## src/rtl/piso_pkg.sv

```systemverilog
// Shared types and constants for the parallel-in/serial-out serializer.
package piso_pkg;

    // FSM encoding: idle waits for a word, shift drives its bits onto the line.
    typedef enum logic {
        ST_IDLE  = 1'b0,
        ST_SHIFT = 1'b1
    } state_t;

    // Bit order captured with each word.
    localparam logic ORDER_LSB = 1'b0;
    localparam logic ORDER_MSB = 1'b1;

endpackage

```

## src/rtl/piso_bit_counter.sv

```systemverilog
// Bit-position counter for one word: counts 0..WIDTH-1 and flags the last bit.
module piso_bit_counter #(
    parameter int WIDTH = 8
) (
    input  logic                     clk,
    input  logic                     reset,
    input  logic                     clear,
    input  logic                     enable,
    output logic [$clog2(WIDTH)-1:0] count,
    output logic                     is_last
);
    localparam int CW = $clog2(WIDTH);
    localparam logic [CW-1:0] LAST = CW'(WIDTH - 1);

    assign is_last = (count == LAST);

    // Clear wins over enable; the count never runs past the terminal value.
    always_ff @(posedge clk) begin
        if (reset || clear) begin
            count <= '0;
        end else if (enable && !is_last) begin
            count <= count + 1'b1;
        end
    end

endmodule

```

## src/rtl/piso_serializer.sv

```systemverilog
// Parallel-in/serial-out shift register with valid/ready load, per-word bit
// order, bit-rate strobe and first/last-bit framing.
module piso_serializer
    import piso_pkg::*;
#(
    parameter int   WIDTH      = 8,
    parameter logic IDLE_LEVEL = 1'b0
) (
    input  logic             clk,
    input  logic             reset,
    input  logic [WIDTH-1:0] parallel_data_in,
    input  logic             in_valid,
    output logic             in_ready,
    input  logic             msb_first,
    input  logic             shift_en,
    output logic             serial_data_out,
    output logic             serial_valid,
    output logic             frame_first,
    output logic             frame_last,
    output logic             busy
);
    localparam int CW = $clog2(WIDTH);

    state_t           state;
    state_t           state_next;
    logic [WIDTH-1:0] shreg;
    logic             dir;
    logic [CW-1:0]    bit_cnt;
    logic             is_last;
    logic             wrap;
    logic             accept;
    logic             advance;

    // Load handshake: a word transfers on a rising edge where in_valid and
    // in_ready are both 1. in_ready never looks at in_valid; it is high while
    // idle and on the strobed last bit, so the next word can follow with no gap.
    // The producer holds parallel_data_in/msb_first until the transfer happens.
    assign wrap     = (state == ST_SHIFT) && is_last && shift_en;
    assign in_ready = (state == ST_IDLE) || wrap;
    assign accept   = in_valid && in_ready;
    assign advance  = (state == ST_SHIFT) && shift_en && !is_last;

    piso_bit_counter #(
        .WIDTH(WIDTH)
    ) u_bit_counter (
        .clk    (clk),
        .reset  (reset),
        .clear  (accept || wrap),
        .enable (advance),
        .count  (bit_cnt),
        .is_last(is_last)
    );

    // FSM state register.
    always_ff @(posedge clk) begin
        if (reset) begin
            state <= ST_IDLE;
        end else begin
            state <= state_next;
        end
    end

    // Next state and line-side outputs; the line rests at IDLE_LEVEL when idle.
    always_comb begin
        state_next      = state;
        serial_data_out = IDLE_LEVEL;
        serial_valid    = 1'b0;
        frame_first     = 1'b0;
        frame_last      = 1'b0;
        case (state)
            ST_IDLE: begin
                if (accept) begin
                    state_next = ST_SHIFT;
                end
            end
            ST_SHIFT: begin
                serial_data_out = (dir == ORDER_MSB) ? shreg[WIDTH-1] : shreg[0];
                serial_valid    = 1'b1;
                frame_first     = (bit_cnt == '0);
                frame_last      = is_last;
                if (wrap && !accept) begin
                    state_next = ST_IDLE;
                end
            end
            default: begin
                state_next = ST_IDLE;
            end
        endcase
    end

    assign busy = serial_valid;

    // Shift register and captured bit order; shifting moves the next bit
    // toward the output end and zero-fills behind it.
    always_ff @(posedge clk) begin
        if (reset) begin
            shreg <= '0;
            dir   <= ORDER_LSB;
        end else if (accept) begin
            shreg <= parallel_data_in;
            dir   <= msb_first;
        end else if (advance) begin
            if (dir == ORDER_MSB) begin
                shreg <= {shreg[WIDTH-2:0], 1'b0};
            end else begin
                shreg <= {1'b0, shreg[WIDTH-1:1]};
            end
        end
    end

endmodule

```

## config.mk

```make
export PLATFORM = sky130hd
export DESIGN_NAME = piso_serializer
export DESIGN_NICKNAME = d
export VERILOG_FILES = /design/src/rtl/piso_pkg.sv /design/src/rtl/piso_bit_counter.sv /design/src/rtl/piso_serializer.sv
export SDC_FILE = /design/constraint.sdc
export NUM_CORES = 1
export LEC_CHECK = 0
export BUFFER_PORTS_ARGS = -buffer_cell sky130_fd_sc_hd__buf_2
export CELL_PAD_IN_SITES_DETAIL_PLACEMENT = 1
export CELL_PAD_IN_SITES_GLOBAL_PLACEMENT = 1
export CORE_MARGIN = 4
export CORE_UTILIZATION = 40
export DETAILED_ROUTE_END_ITERATION = 8
export HOLD_SLACK_MARGIN = 0.06
export PLACE_DENSITY = 0.88
export SLEW_MARGIN = 20
export SYNTH_ARGS = -nofsm -noshare
export SYNTH_HDL_FRONTEND = slang
export SYNTH_HIERARCHICAL = 1
export SYNTH_SLANG_ARGS = --single-unit
export TNS_END_PERCENT = 5
```

## constraint.sdc

```tcl
create_clock -name clk -period 4.8 [get_ports clk]
set_clock_uncertainty 0.2 [all_clocks]
set_input_delay 1.2 -clock clk [delete_from_list [all_inputs] [get_ports clk]]
set_output_delay 1.2 -clock clk [all_outputs]
set_load 0.03 [all_outputs]
```

[After elaboration in Yosys (flattened, before gate mapping)]
Cells that the tools add are included.
Storage, ports and cells
  input bits: 13
  word-level logic and storage cells: 32
  register bits: 13
Operators by class
  equal/unequal tests: 1
  bitwise gates (word level): 1
  mux-type cells: 11
  reductions and logical operators: 14
  add/subtract/negate cells: 1
Operators by type and width (count)
  $mux 8: 3
  $logic_and 1x1->1: 7
  $mux 1: 7
  $add 3x1->3 const B: 1
  $eq 3x3->1 const B: 1
  $logic_not 3->1: 1
  $logic_or 1x1->1: 3
  $logic_not 1->1: 2
  $pmux 1 s2: 1
  $reduce_bool 2->1: 1
  $not 1->1: 1

[Longest topological paths before layout]
  depth in word-level cells: 9
  depth in mapped cells: 7

[Hierarchy]
Netlist, hierarchy kept.
By module, submodules not included
  piso_serializer: times used 1, area an instance 589.3 um2, sequential area each 200.2 um2, cells each 70
  piso_bit_counter: times used 1, area an instance 142.6 um2, sequential area each 60.1 um2, cells each 12

[Least setup slack after synthesis]
Ideal clock, no wire load.
  path type: register to output
  start: register state
  end: output port frame_first
  arrival: 1.774 ns
  stages on the path, launching flop included: 3
  setup slack: 1.626 ns
  buffers on the path: 0
  cell sequence: dfxtp_1 -> inv_1 -> nor4_1
Between the ends
  longest elaborated chain between the ends: 1
RTL lines
  start, declared: line piso_serializer.sv:24  | state_t state;
  start signal, assigned: line piso_serializer.sv:59  | state <= state_next;
  $mux 1: line piso_serializer.sv:70  | case (state)
  end, declared: line piso_serializer.sv:18  | output logic frame_first,
Every way passes these cells.

[Worst setup path in the final report]
  start: input port shift_en
  end: output port in_ready
Between the ends
  longest elaborated chain between the ends: 2
RTL lines
  start, declared: line piso_serializer.sv:15  | input logic shift_en,
  $logic_and 1x1->1: line piso_serializer.sv:38  | assign wrap = (state == ST_SHIFT) && is_last && shift_en;
  $logic_or 1x1->1: line piso_serializer.sv:39  | assign in_ready = (state == ST_IDLE) || wrap;
  end, declared: line piso_serializer.sv:13  | output logic in_ready,
Every way passes these cells.

==> reports/results.txt <==
Avg WL per Cell -> 14.8 microns
Initial antenna violation count -> 0
Ports -> 19
Drt total wl -> 1.87 mm
Worst-skew pair later-pin latency -> 0.29 ns
Asr flop ratio synth -> 0%
H-Tree Depth -> 1
Root Driver -> clkbuf_4
Hold buffers post-CTS -> 0
Cell Area, Synth -> 732 sq um
PwrDens -> 280 mW/mm^2
Sink Count -> 13
CTS clk-pin slew, worst paths -> 0.08 ns
CP Class -> input pin to output pin
Area growth syn-to-layout -> 18.5%
Top-area cell type share of the netlist area -> 35.6%
Setup violations, final -> 0
WHS Path Cells -> 2
Design Area, Final -> 867 sq um
GR Util All Layers -> 16.6%
Final hold viol count -> 0
IO Port Bufs -> 18
Die area -> 0.00258 sq mm
Max-cap violations -> 0
M3 GR Usage -> 3.86%
Number of iterations in the first detailed-routing pass -> 2
Mapped Cells -> 82
Global route hottest layer -> met2
Largest net degree at the start of global routing -> 16
Synth Warn # -> 6
Final GP Congestion -> 0.772
Relative slew slack -> 67.2%
Peak VDD IR -> 0.133 mV
GRT met2 Usage -> 26.3%
Max Freq -> 307 MHz
ANT cells -> 0
Tightest Hold Check Type -> flop to flop
Worst setup SP type -> input pin
Worst Path Arrival -> 1.86 ns
Fin nets -> 118
#FFs+latches synth -> 13
CTS buffer count -> 3
Post-DRT Antenna Nets -> 0
Slew Limit Fails -> 0
Placed inst area -> 841 sq um
Post-synth EDFFs -> 0
Mapped Avg Cell Area -> 8.93 sq um
Core box area -> 0.00173 sq mm
Slew @ Worst Pin -> 0.492 ns
Most frequently used flop master after synthesis -> dfxtp_1
Drt via density -> 5.49
R2R depth -> 7
Min Tclk post-route -> 3.26 ns
TNS Setup -> 0 ns
Vias -> 697
Seq/Total Area, Yosys -> 35.6%
Chip height -> 50.8 microns
Outcome -> completed
CTS tree -> built
Share of layout cells above drive strength 1 -> 27.5%
Clock Path Buffers -> 2
Die width -> 50.8 microns
GRT met1 Usage -> 20.4%
Maximum fanout along the worst path -> 5
Power Total -> 0.000243 W
P_leak -> 0.366 nW
DPL Wire Length -> 1.45 mm
Final period util -> 67.9%
DRC errors left -> 0
DR iter-0 viols -> 7
Core Rows -> 15
Post-CTS Setup Inserts -> 0
Worst Setup End Kind -> output pin
Post-synth top area cell -> dfxtp_1
Global-route wire length before repair -> 3.08 mm
RSZ-0062 raised after global routing -> false
Req. time, crit path -> 3.40 ns
Starting density of the core -> 42.4%
Unique masters post-synth -> 30
Post-cts resize count -> 0
GRT overflow -> 0
Post-Syn Nets -> 97
Synth area leaders -> dfxtp_1 36%, o32ai_1 6.0%, a211oi_1 5.1%, nor2b_1 5.1%, mux2i_1 4.1%
Vias in the first global route -> 682
-- cell usage after synthesis, types with 2 or more instances --
cell / n
dfxtp_1: 13
nand2_1: 8
nor2_1: 6
nor2b_1: 6
a211oi_1: 5
o32ai_1: 5
inv_1: 4
nor3_1: 4
a21oi_1: 3
mux2i_1: 3
nand3_1: 3
a311oi_1: 2
ha_1: 2
o21ai_0: 2
-- registers in the layout, indices dropped and copies added, names as in the netlist --
register and flops:
shreg 8, u_bit_counter/count 3, dir 1, state 1
-- power by group --
group | switching [W] | internal, W
combinational | 0.0000277 | 0.0000204
clock | 0.0000399 | 0.0000323
sequential | 0.00000796 | 0.000115
-- cells in the final DEF (no fill, tap or decap), drive strengths merged, types with 2 or more instances in the layout --
cell type and count:
dfxtp 13, a21oi 3, nor3 4, clkbuf 4
ha 2, o32ai 5, mux2i 3, nor2b 7
nor2 6, o21ai 3, a311oi 2, nand3 3
inv 5, a211oi 5, nand2 8, buf 18
-- metal layers --
metal  up-vias  routed length, microns  share of wire (%)
li1        347                       -                  -
met1       331                     853                 46
met2        14                     897                 48
met3         5                      74                3.9
met4         0                      47                2.5
met5         -                       0                  0
-- worst max-delay path, cell delays in order --
cell and delay (ns):
buf_2 0.14, a21boi_4 0.20, inv_1 0.12, buf_2 0.20
-- cell families after synthesis --
kind of cell,Yosys count,synth area share (%)
mux,4,5.64
compound gates,23,25.0
fa+ha+maj,2,3.42
flops,13,35.6
xor+xnor,1,1.20
buf+inv,7,4.62
simple gates,32,24.6
-- metrics by stage --
| stage | setup WS (ns) | cells | hold WS [ns] | utilization, % |
|---|---|---|---|---|
| floorplan | 1.63 | 82 | 0.261 | - |
| global placement | 1.57 | 123 | 0.291 | 48.7 |
| detailed placement | 1.54 | 123 | 0.308 | 48.7 |
| CTS | 1.54 | 127 | 0.322 | 50.2 |
| global route | 1.49 | 127 | 0.347 | 50.2 |
| finish | 1.54 | 127 | 0.317 | 50.2 |
-- worst paths after layout --
check | slack [ns] | start | end
hold reg to reg | 0.32 | shreg[2] | shreg[2]
setup reg to reg | 2.77 | u_bit_counter/count[0] | u_bit_counter/count[1]
setup / recovery | 1.54 | shift_en | in_ready
hold / removal | 0.32 | shreg[2] | shreg[2]
-- final cells by class --
type | instances | area, sq um
timing repair buffer | 18 | 90.1
clock buffer | 4 | 26.3
sequential | 13 | 260
multi-input combinational | 62 | 438
inverter | 5 | 21.3
tap | 25 | 31.3
fill | 227 | 860
No activity file was read; power rests on OpenSTA's default activity.
